==> src/rtl/dcache_req_arb.sv <==
// dcache_req_arb: shares one dcache request/response port between the LSU
// (source 0) and the page-table walker (source 1, loads only).
//   s0_req_*  : LSU request (valid/ready + opcode/sign/size/addr/data/id)
//   s1_req_*  : PTW request (valid/ready + addr/id)
//   dc_req_*  : registered one-entry request stage towards the dcache,
//               id = {src, requester id}
//   dc_resp_* : dcache response, routed back combinationally by id MSB
//   s0/s1_resp_* : per-source response outputs
//   flush     : cancels an unaccepted LSU entry and drops in-flight LSU
//               responses; PTW traffic is untouched.
module dcache_req_arb #(
  parameter int XLEN             = 64,
  parameter int VIRTUAL_ADDR_LEN = 39,
  parameter int ID_W             = 4,
  parameter int MAX_OUT          = 4
) (
  input  logic                        clk,
  input  logic                        rstn,
  input  logic                        flush,
  input  logic                        s0_req_valid_i,
  output logic                        s0_req_ready_o,
  input  logic                        s0_req_opcode_i,
  input  logic                        s0_req_sign_i,
  input  logic [1:0]                  s0_req_size_i,
  input  logic [VIRTUAL_ADDR_LEN-1:0] s0_req_addr_i,
  input  logic [XLEN-1:0]             s0_req_data_i,
  input  logic [ID_W-1:0]             s0_req_id_i,
  input  logic                        s1_req_valid_i,
  output logic                        s1_req_ready_o,
  input  logic [VIRTUAL_ADDR_LEN-1:0] s1_req_addr_i,
  input  logic [ID_W-1:0]             s1_req_id_i,
  output logic                        dc_req_valid_o,
  input  logic                        dc_req_ready_i,
  output logic                        dc_req_opcode_o,
  output logic                        dc_req_sign_o,
  output logic [1:0]                  dc_req_size_o,
  output logic [VIRTUAL_ADDR_LEN-1:0] dc_req_addr_o,
  output logic [XLEN-1:0]             dc_req_data_o,
  output logic [ID_W:0]               dc_req_id_o,
  input  logic                        dc_resp_valid_i,
  output logic                        dc_resp_ready_o,
  input  logic [ID_W:0]               dc_resp_id_i,
  input  logic [XLEN-1:0]             dc_resp_data_i,
  output logic                        s0_resp_valid_o,
  input  logic                        s0_resp_ready_i,
  output logic [ID_W-1:0]             s0_resp_id_o,
  output logic [XLEN-1:0]             s0_resp_data_o,
  output logic                        s1_resp_valid_o,
  input  logic                        s1_resp_ready_i,
  output logic [ID_W-1:0]             s1_resp_id_o,
  output logic [XLEN-1:0]             s1_resp_data_o
);

  localparam int CW = $clog2(MAX_OUT + 1);
  localparam logic [CW-1:0] MAXC = CW'(MAX_OUT);

  logic                        full_q, src_q, rr_q;
  logic                        op_q, sign_q;
  logic [1:0]                  size_q;
  logic [VIRTUAL_ADDR_LEN-1:0] addr_q;
  logic [XLEN-1:0]             data_q;
  logic [ID_W-1:0]             id_q;
  logic [CW-1:0]               cnt0_q, cnt1_q, drain_q;
  logic [CW-1:0]               cnt0_d, cnt1_d, drain_d;

  logic can_load, draining, elig0, elig1, gnt0, gnt1, fire0, fire1;
  logic resp_src, drop, rfire0, rfire1, cancel;

  assign can_load = ~full_q | dc_req_ready_i;
  assign draining = (drain_q != '0);

  // Eligibility uses registered counters, so a same-cycle response cannot
  // open a slot for a new request.
  assign elig0 = s0_req_valid_i & (cnt0_q < MAXC) & ~flush & ~draining;
  assign elig1 = s1_req_valid_i & (cnt1_q < MAXC);
  // rr_q = 0 prefers LSU when both compete.
  assign gnt0  = elig0 & (~elig1 | ~rr_q);
  assign gnt1  = elig1 & ~gnt0;
  assign fire0 = can_load & gnt0;
  assign fire1 = can_load & gnt1;
  assign s0_req_ready_o = fire0;
  assign s1_req_ready_o = fire1;

  // An LSU entry still waiting in the output stage when flush hits is
  // withdrawn; it never reaches the dcache, so it owes no response.
  assign cancel = flush & full_q & ~src_q & ~dc_req_ready_i;

  assign resp_src        = dc_resp_id_i[ID_W];
  assign drop            = ~resp_src & draining;
  assign dc_resp_ready_o = resp_src ? s1_resp_ready_i : (drop | s0_resp_ready_i);
  assign rfire0          = dc_resp_valid_i & dc_resp_ready_o & ~resp_src;
  assign rfire1          = dc_resp_valid_i & dc_resp_ready_o & resp_src;

  assign s0_resp_valid_o = dc_resp_valid_i & ~resp_src & ~drop;
  assign s0_resp_id_o    = dc_resp_id_i[ID_W-1:0];
  assign s0_resp_data_o  = dc_resp_data_i;
  assign s1_resp_valid_o = dc_resp_valid_i & resp_src;
  assign s1_resp_id_o    = dc_resp_id_i[ID_W-1:0];
  assign s1_resp_data_o  = dc_resp_data_i;

  assign dc_req_valid_o  = full_q;
  assign dc_req_opcode_o = op_q;
  assign dc_req_sign_o   = sign_q;
  assign dc_req_size_o   = size_q;
  assign dc_req_addr_o   = addr_q;
  assign dc_req_data_o   = data_q;
  assign dc_req_id_o     = {src_q, id_q};

  always_comb begin
    cnt0_d  = cnt0_q + CW'(fire0) - CW'(rfire0) - CW'(cancel);
    cnt1_d  = cnt1_q + CW'(fire1) - CW'(rfire1);
    drain_d = drain_q;
    // Everything LSU still owes after this edge is stale.
    if (flush)
      drain_d = cnt0_q - CW'(rfire0) - CW'(cancel);
    else if (rfire0 & drop)
      drain_d = drain_q - CW'(1);
  end

  always_ff @(posedge clk or negedge rstn) begin
    if (!rstn) begin
      full_q  <= 1'b0;
      src_q   <= 1'b0;
      rr_q    <= 1'b0;
      op_q    <= 1'b0;
      sign_q  <= 1'b0;
      size_q  <= '0;
      addr_q  <= '0;
      data_q  <= '0;
      id_q    <= '0;
      cnt0_q  <= '0;
      cnt1_q  <= '0;
      drain_q <= '0;
    end else begin
      cnt0_q  <= cnt0_d;
      cnt1_q  <= cnt1_d;
      drain_q <= drain_d;
      if (cancel) begin
        full_q <= 1'b0;
      end else if (can_load) begin
        full_q <= fire0 | fire1;
        if (fire0) begin
          src_q  <= 1'b0;
          op_q   <= s0_req_opcode_i;
          sign_q <= s0_req_sign_i;
          size_q <= s0_req_size_i;
          addr_q <= s0_req_addr_i;
          data_q <= s0_req_data_i;
          id_q   <= s0_req_id_i;
          rr_q   <= 1'b1;
        end else if (fire1) begin
          // PTE fetch: unsigned doubleword load.
          src_q  <= 1'b1;
          op_q   <= 1'b0;
          sign_q <= 1'b0;
          size_q <= 2'b11;
          addr_q <= s1_req_addr_i;
          data_q <= '0;
          id_q   <= s1_req_id_i;
          rr_q   <= 1'b0;
        end
      end
    end
  end

endmodule
==> config.mk <==
export PLATFORM = sky130hd
export DESIGN_NAME = dcache_req_arb
export DESIGN_NICKNAME = d
export VERILOG_FILES = /design/src/rtl/dcache_req_arb.sv
export SDC_FILE = /design/constraint.sdc
export NUM_CORES = 1
export LEC_CHECK = 0
export CORE_AREA = 3 3 189 191
export DETAILED_ROUTE_END_ITERATION = 8
export DIE_AREA = 0 0 192 194
export GPL_TIMING_DRIVEN = 0
export PLACE_DENSITY = 0.48
export SYNTH_ARGS = -nofsm -noshare
export SYNTH_HDL_FRONTEND = slang
export SYNTH_SLANG_ARGS = --single-unit
==> constraint.sdc <==
create_clock -name clk -period 3.1 [get_ports clk]
set_input_delay 0.31 -clock clk [delete_from_list [all_inputs] [get_ports clk]]
set_output_delay 0.31 -clock clk [all_outputs]
set_load 0.05 [all_outputs]
Yosys cells after proc, flatten, opt, wreduce, memory -nomap -nowiden
Index checks and enable logic that the tools add are counted.
{"block": "word_totals", "mem_count": 0, "latchBits": 0, "inputBits": 232, "rom_bits": 0, "output_inout_bits": 254, "mem_bits_rw": 0, "ff_bits": 123}
{"block": "op_classes", "muxes": 19, "n_eq_ne": 0, "n_lt_le_gt_ge": 2, "n_bitwise": 34, "div": 0, "n_shift": 0, "add_sub_neg": 8, "mul": 0, "reduce_logical": 5}
{"op": "$mux 64", "count": 2}
{"op": "$mux 39", "count": 2}
{"op": "$and 1x1->1", "count": 19}
{"op": "$sub 3x1->3", "count": 5}
{"op": "$not 1->1", "count": 11}
{"op": "$mux 1", "count": 9}
{"op": "$mux 4", "count": 2}
{"op": "$add 3x1->3", "count": 2}
{"op": "$lt 3x3->1 const B", "count": 2}
{"op": "$mux 3", "count": 2}
{"op": "$reduce_bool 2->1", "count": 3}
{"op": "$mux 2", "count": 2}
{"op": "$or 1x1->1", "count": 4}
{"op": "$reduce_and 3->1", "count": 1}
{"op": "$reduce_bool 3->1", "count": 1}
{"op": "$sub 3x1->3 const B", "count": 1}

Longest topological paths before layout
Gate-level depths: netlist of run 1.
{"block": "logic_depth", "word_depth": 11, "ltp_mapped": 15, "ltp_nobuf": 13}

Worst setup path before layout of run 1
OpenSTA, ideal clock, no wires.
{"block": "synth_timing", "kind": "register to register", "from": "reg drain_q[0]", "to": "reg cnt1_q[2]", "synth_period_minus_slack_ps": 3664, "n_path_buf": 2, "required_time_ps": 2977, "arrival_time_ps": 3542, "path_stages_with_launch": 14, "setup_ps": 123, "slack_ps": -564, "path_cell_list": "dfrtp_1 > inv_1 > ha_1 > ha_1 > nand4bb_1 > buf_2 > buf_1 > nor2_1 > nor3_1 > ha_1 > inv_1 > fa_1 > xnor2_1 > xnor2_1"}
{"block": "synth_via", "elab_chain_len": 9, "word_cells_on_any_way": 14, "classes_between": "2 x add/sub; 1 x mux; 10 x bitwise; 1 x reduce/logical"}
{"element": "start, declared", "line": "63", "source": "logic [CW-1:0] cnt0_q, cnt1_q, drain_q;"}
{"element": "start signal, assigned", "line": "137", "source": "drain_q <= drain_d;"}
{"element": "$reduce_bool 3->1", "line": "70", "source": "assign draining = (drain_q != '0);"}
{"element": "$not 1->1", "line": "74", "source": "assign elig0 = s0_req_valid_i & (cnt0_q < MAXC) & ~flush & ~draining;"}
{"element": "$and 1x1->1", "line": "74"}
{"element": "$and 1x1->1", "line": "77", "source": "assign gnt0 = elig0 & (~elig1 | ~rr_q);"}
{"element": "$not 1->1", "line": "78", "source": "assign gnt1 = elig1 & ~gnt0;"}
{"element": "$and 1x1->1", "line": "78"}
{"element": "$and 1x1->1", "line": "80", "source": "assign fire1 = can_load & gnt1;"}
{"element": "via s1_req_ready_o", "line": "29", "source": "output logic s1_req_ready_o,"}
{"element": "$add 3x1->3", "line": "111", "source": "cnt1_d = cnt1_q + CW'(fire1) - CW'(rfire1);"}
{"element": "$sub 3x1->3", "line": "111"}
{"element": "via cnt1_d[2]", "line": "64", "source": "logic [CW-1:0] cnt0_d, cnt1_d, drain_d;"}
{"element": "end signal, assigned", "line": "136", "source": "cnt1_q <= cnt1_d;"}
{"element": "end, declared", "line": "63"}
The timed path passes the listed nets, and every way through them passes these cells.
A chain may end at the register's enable or synchronous reset.

Final worst setup path of run 1
{"block": "layout_timing", "from": "reg drain_q[0]", "to": "reg cnt0_q[2]"}
{"block": "layout_via", "elab_chain_len": 8, "word_cells_on_any_way": 13, "classes_between": "3 x add/sub; 1 x mux; 8 x bitwise; 1 x reduce/logical"}
{"element": "$reduce_bool 3->1 *", "line": "70"}
{"element": "$not 1->1 or $and 1x1->1 (tied branches)", "line": "74, 89"}
{"element": "$and 1x1->1 or $or 1x1->1 (tied branches)", "line": "74, 90"}
{"element": "$and 1x1->1 or $mux 1 (tied branches)", "line": "77, 90"}
{"element": "$and 1x1->1, on equally long branches", "line": "79, 91"}
{"element": "$add 3x1->3 or $and 1x1->1 (tied branches)", "line": "110, 91"}
{"element": "$sub 3x1->3 * (2 in a row)", "line": "110", "source": "cnt0_d = cnt0_q + CW'(fire0) - CW'(rfire0) - CW'(cancel);"}
{"element": "via cnt0_d[2]", "line": "64"}
{"element": "end signal, assigned", "line": "135", "source": "cnt0_q <= cnt0_d;"}
{"element": "end, declared", "line": "63"}
The timed path passes the listed nets; every way through them passes the cells marked *.

==> results.toml, run 1 <==
[synthesis]
synth-seq-cells = 123
synth_nets = 858
synth.distinct_cells = 36
synthArstFlopShare_pct = 100.0
ys.flop_type = "dfrtp_1"
yosys_warnings = 0
syn_area_per_cell_um2 = 10.40
synth_edf_count = 0
netlist_area_um2 = 6399
syn_inst = 615
ys_seq_area_share_pct = 48.10

[global_route]
first_global_vias = 6572
grt_antenna_before_repair = 1
grt_max_degree = 66
track_usage_pct = 14.72
grt_overflow = 0
grt_pass1_wl_um = 41640

[sta]
fin_crit_ps = 2898
fin_worst_skew_ps = 12.45
final-setup-viol-count = 0
fmax_mhz = 345.0
tightest_slew_ps = 623.0
slew_headroom_pct = 58.47
finalHoldViolations = 0
fin_crit_sh_pct = 93.49
final-max-slew-violation-count = 0
rsz0062_at_grt = "no"
fin_tns_setup_ps = 0

[critical_path]
reg2reg_depth = 12
worstSetupEndpointType = "flop"
r2r_slack_ps = 200
rr_startpoint = "drain_q[0]"
r2r-end = "cnt0_q[2]"
cp.arrival_ps = 3210
critPathMaxFanout = 15
critPathLaunchType = "flop"
crit_required_ps = 3410
crit_type = "flop to flop"

[power]
p_per_area_nw_per_um2 = 838.0
peakVddDrop_mv = 0.3420
finalPower_uw = 9909
total_leakage_power_uw = 0.004931
swShare_pct = 46.05
seq_power_share_pct = 25.3
p_int_uw = 5346
combPwrFrac_pct = 53.5
p_sw_uw = 4563
pwr-share-clk_pct = 21.1

[placed_design]
place_hpwl_um = 22490
gp_congestion = 0.7589
portBuffers = 417

[die]
dieArea_um2 = 37250
num_rows = 68
die_width_um = 192
io_pins = 486
start_util_pct = 18.66
coreArea_um2 = 34290
die_h_um = 194

[route]
dr.pass1.iters = 4
drt_iter0_markers = 256
drtAntennaViolNets = 0
via_per_inst = 4.188
via_count = 6358
post_drt_wl_per_cell_um = 18.86
drc = 0
wl_um = 28630

[cts]
clk_latency_ps = 430
cts_root_buf = "clkbuf_16"
post_cts_buffers = 0
cts_inserted_buffers = 17
cts_buffer_depth = 2
cts.sinks = 123
h-tree-depth = 4
cts_tree = "yes"
path_clk_slew_ps = 70

[final_layout]
finalNetCount = 1293
synthToLayoutAreaGrowth_pct = 84.81
drive_gt1_share_pct = 17.70
fillerInstances = 3472

[worst_hold_path]
hp-class = "primary input to async pin"

[flow_run]
drv_cap = 0

[outcome]
outcome = "finished clean"
## cell usage in the layout (no fill, tap or decap), types with 3 or more instances in the layout
cell and count:
clkdlybuf4s50_1 414, buf_4 137, dfrtp_1 123, a22o_1 66, o21ai_0 46, nand3_1 44
clkbuf_1 43, nor4_1 43, a31oi_1 43, clkbuf_16 17, inv_1 11, buf_2 7
ha_1 7, buf_6 4, xnor2_1 4, clkinv_4 4, nand2b_1 3, mux2_2 3
fa_1 3, bufinv_16 3
## layout make-up
type	count	area [um2]	share of cell area (%)
timing repair buffer	419	4215	35.65
clock buffer	22	464.2	3.926
tap	455	569.3	4.814
sequential	123	3078	26.03
inverter	12	52.55	0.4444
antenna	1	2.502	0.02116
clock inverter	9	140.1	1.185
buffer	188	1262	10.68
multi-input combinational	289	2041	17.26
## synthesized netlist by cell type (2+ instances only)
| master | n | area (um2) |
|---|---|---|
| buf_4 | 138 | 1036 |
| dfrtp_1 | 123 | 3078 |
| a22o_1 | 66 | 578.1 |
| o21ai_0 | 46 | 230.2 |
| nand3_1 | 44 | 220.2 |
| a31oi_1 | 43 | 269.0 |
| nor4_1 | 43 | 269.0 |
| clkbuf_1 | 41 | 153.9 |
| inv_1 | 11 | 41.29 |
| ha_1 | 8 | 100.1 |
| buf_2 | 7 | 35.03 |
| xnor2_1 | 5 | 43.79 |
| buf_6 | 3 | 33.78 |
| fa_1 | 3 | 60.06 |
| mux2_2 | 3 | 33.78 |
| nand2b_1 | 3 | 18.77 |
| a21oi_1 | 2 | 10.01 |
| and2_1 | 2 | 12.51 |
| and3b_1 | 2 | 17.52 |
| nand2_1 | 2 | 7.510 |
| nand3b_1 | 2 | 15.01 |
| nor2_1 | 2 | 7.510 |
| nor2b_1 | 2 | 12.51 |
| o22a_1 | 2 | 17.52 |
## repair_timing
| action | 4_1_cts | 5_1_grt |
|---|---|---|
| hold endpoints to repair | 58 | 0 |
| setup endpoints to repair | 6 | 1 |
| hold buffers | 1 | 0 |
| resized for setup | 9 | 3 |
## critical path, stage by stage, from the launching register on
cell and delay, ps:
dfrtp_1 390, inv_1 60, ha_1 180, ha_4 180, nand4bb_4 180, or3_1 390, buf_6 170, inv_8 130
fa_1 410, ha_1 200, ha_1 210, xnor2_2 140, xnor2_1 130
## metal layers
metal | vias to the layer above | track usage, % | share of wire, %
li1 | 2968 | - | -
met2 | 279 | 25.87 | 51
met3 | 20 | 3.562 | 7.4
met5 | - | 0 | 0
met4 | 0 | 4.236 | 1.5
met1 | 3091 | 17.77 | 40
## sequential cells by signal (all words and copies together), names as in the netlist
signal           flops
cnt0_q               3
cnt1_q               3
dc_req_addr_o       39
dc_req_data_o       64
dc_req_opcode_o      1
dc_req_sign_o        1
dc_req_size_o        2
dc_req_valid_o       1
drain_q              3
id_q                 4
rr_q                 1
src_q                1
## cells by family (layout without fill, tap and decap cells)
logic type               count (synthesis)  after routing  synth area share, %
buffers and inverters                  203            650                20.75
AO/OA/AOI/OAI                          161            161                17.50
multiplexers                             4              4               0.6844
XOR/XNOR                                 6              6               0.8213
adder cells (fa/ha/maj)                 11             11                2.503
AND/OR/NAND/NOR                        107            107                9.640
flip-flops                             123            123                48.10
other                                    0              1                    0
## worst max-delay path by stage
| stage | slack [ps] | endpoint | depth (start not counted) | from |
|---|---|---|---|---|
| finish | 200 | cnt0_q[2] | 12 | drain_q[0] |
| CTS | 90 | cnt0_q[2] | 12 | drain_q[0] |
| global placement | -3860 | dc_req_addr_o[14] | 1 | rstn |
| global route | 0.6 | cnt0_q[2] | 12 | drain_q[1] |
| floorplan | 140 | cnt1_q[2] | 13 | drain_q[0] |
| detailed placement | -490 | s1_req_ready_o | 7 | flush |
## power groups by stage
stage               sequential [uW]  combinational [uW]  clock [uW]
finish                         2510                5300        2090
global route                   2580                5590        2230
global placement               2530                5310           0
CTS                            2520                5340        2160
floorplan                      4160                1660           0
detailed placement             2530                5330           0
## metrics by stage
step / std cells / setup WS, ps / hold slack, ps / instance area [um2] / utilization, %
floorplan: 615 / 135.9 / 14.41 / 6410 / -
global placement: 1487 / -3864 / 472.2 / 11150 / 32.53
global route: 1518 / 0.5955 / 459.8 / 11830 / 34.49
detailed placement: 1488 / -492.1 / 346.9 / 11180 / 32.61
CTS: 1517 / 89.25 / 444.4 / 11800 / 34.42
finish: 1518 / 201.7 / 429.9 / 11830 / 34.49
Note: power is estimated with default switching activity, not from simulation.
==> run 2, diff against run 1 <==
SETUP_SLACK_MARGIN = 0.15   (was unset)
SLEW_MARGIN = 20   (was unset)
==> run 2 against run 1 <==
Setup slack better by 64 ps. Flip-flop and latch count did not move. Clock-buffer cell count is 4 lower. Cell area grew 0.41%.
==> results.toml, run 2 (same netlist as run 1, synthesis figures left out) <==
[cts]
cts_inserted_buffers = 17
h-tree-depth = 4
cts_root_buf = "clkbuf_16"
path_clk_slew_ps = 70
cts.sinks = 123
clk_latency_ps = 430
cts_tree = "yes"
cts_buffer_depth = 2

[route]
dr.pass1.iters = 4
via_count = 6506
drtAntennaViolNets = 0
via_per_inst = 4.261
post_drt_wl_per_cell_um = 19.32
drc = 0
drt_iter0_markers = 302
wl_um = 29500

[outcome]
outcome = "finished clean"

[sta]
fmax_mhz = 352.8
final-setup-viol-count = 0
slew_headroom_pct = 57.78
fin_crit_ps = 2835
fin_crit_sh_pct = 91.44
tightest_slew_ps = 633.3
rsz0062_at_grt = "no"
fin_tns_setup_ps = 0
finalHoldViolations = 0
holdWs_ps = 406.8
fin_worst_skew_ps = 13.88
final-max-slew-violation-count = 0

[critical_path]
crit_family = "adder cells"
r2r_slack_ps = 270
r2r-end = "cnt0_q[2]"
cp.arrival_ps = 3150
reg2reg_depth = 13
slowest_delay_ps = 390
worst-path-buf-inv = 4
rr_startpoint = "drain_q[0]"
worstSetupEndpointType = "flop"
critPathLaunchType = "flop"
crit_required_ps = 3420
path_cells = "inv_1 -> ha_4 -> ha_4 -> nand4bb_4 -> or3_4 -> buf_8 -> clkinv_4 -> buf_12 -> fa_1 -> ha_1 -> ha_1 -> xnor2_2 -> xnor2_1"
crit_slowest_cell = "fa_1"
crit_type = "flop to flop"
critPathMaxFanout = 10

[final_layout]
largest_reg_flops = 64
finalNetCount = 1302
layout_common_cells = "414 x clkdlybuf4s50_1, 143 x buf_4, 123 x dfrtp_1"
synthToLayoutAreaGrowth_pct = 85.57
final_common_cell = "clkdlybuf4s50_1"
final_cell_area_um2 = 11870
drive_gt1_share_pct = 18.95
fillerInstances = 3503
fin_util_pct = 34.63

[die]
io_pins = 486
die_width_um = 192
start_util_pct = 18.66
num_rows = 68
dieArea_um2 = 37250
die_h_um = 194
coreArea_um2 = 34290

[placed_design]
placed_area_um2 = 11190
gp_congestion = 0.7868
place_hpwl_um = 22760
portBuffers = 417

[global_route]
grt_max_degree = 64
grt_overflow = 0
track_usage_pct = 15.29
grt_antenna_before_repair = 1
grt_pass1_wl_um = 43080
first_global_vias = 6749

[power]
p_sw_uw = 4645
seq_power_share_pct = 25.3
swShare_pct = 47.19
p_int_uw = 5197
combPwrFrac_pct = 54.7
pwr-share-clk_pct = 20.0
finalPower_uw = 9842
peakVddDrop_mv = 0.3573
total_leakage_power_uw = 0.004969
p_per_area_nw_per_um2 = 828.9

[flow_run]
drv_cap = 0

[worst_hold_path]
hp-class = "primary input to async pin"
## run 2: changes by cell type in the layout (fill, tap and decap cells not counted), sizes merged
cell           previous run  this run
buf                     150       159
clkinv                    4         8
clkbuf                   62        59
bufinv                    3         1
inv                      12        14
clkdlybuf4s15             2         1
## run 2: per-layer routing
metal | routed length [um] | share of wire (%) | vias to the layer above | global-route usage (%)
li1 | - | - | 2988 | -
met2 | 14730 | 50 | 300 | 26.11
met1 | 11860 | 40 | 3176 | 18.65
met5 | 0 | 0 | - | 0
met3 | 2052 | 7.0 | 42 | 3.489
met4 | 854 | 2.9 | 0 | 5.828
## run 2: stage by stage
step,cells,setup WS [ps]
floorplan,615,216.0
global placement,1487,-3867
detailed placement,1488,-391.9
CTS,1525,173.3
global route,1527,151.4
finish,1527,265.3
## run 2: worst register-to-register path: cells and delay by family, from the launching register on
family	cells	cell delay, ps
simple gates	2	530
buf+inv	4	470
xor+xnor	2	260
fa+ha+maj	5	1080
flops	1	370
## run 2: worst max path at each step
stage / start / end / slack (ps) / cells after the start
finish: drain_q[0] / cnt0_q[2] / 270 / 13
global route: drain_q[0] / cnt0_q[2] / 150 / 13
CTS: drain_q[0] / cnt0_q[2] / 170 / 13
detailed placement: dc_req_ready_i / cnt0_q[2] / -390 / 10
global placement: rstn / dc_req_addr_o[19] / -3870 / 1
floorplan: drain_q[0] / cnt1_q[2] / 220 / 13
## run 2: repair_timing
item	in CTS	in global routing
setup endpoints to repair	7	4
resized for setup	19	5
pin swaps	2	2
setup buffers	5	1
hold endpoints to repair	60	0
hold buffers	1	0
## run 2: power groups by stage
stage	clock network [uW]	registers [uW]	logic [uW]
2_1_floorplan	0	4160	1660
3_3_place_gp	0	2510	5330
3_5_place_dp	0	2510	5350
4_1_cts	2010	2490	5410
5_1_grt	2080	2560	5680
6_report	1970	2490	5380
## run 2: area by class of cell
cell class / instances / area [um2] / share of cell area [%]
Tap cell: 455 / 569.3 / 4.795
Sequential cell: 123 / 3078 / 25.92
Multi-Input combinational cell: 289 / 2061 / 17.36
Clock inverter: 13 / 117.6 / 0.9905
Timing Repair Buffer: 425 / 4258 / 35.86
Inverter: 12 / 50.05 / 0.4215
Antenna cell: 1 / 2.502 / 0.02107
Buffer: 191 / 1299 / 10.94
Clock buffer: 18 / 439.2 / 3.699
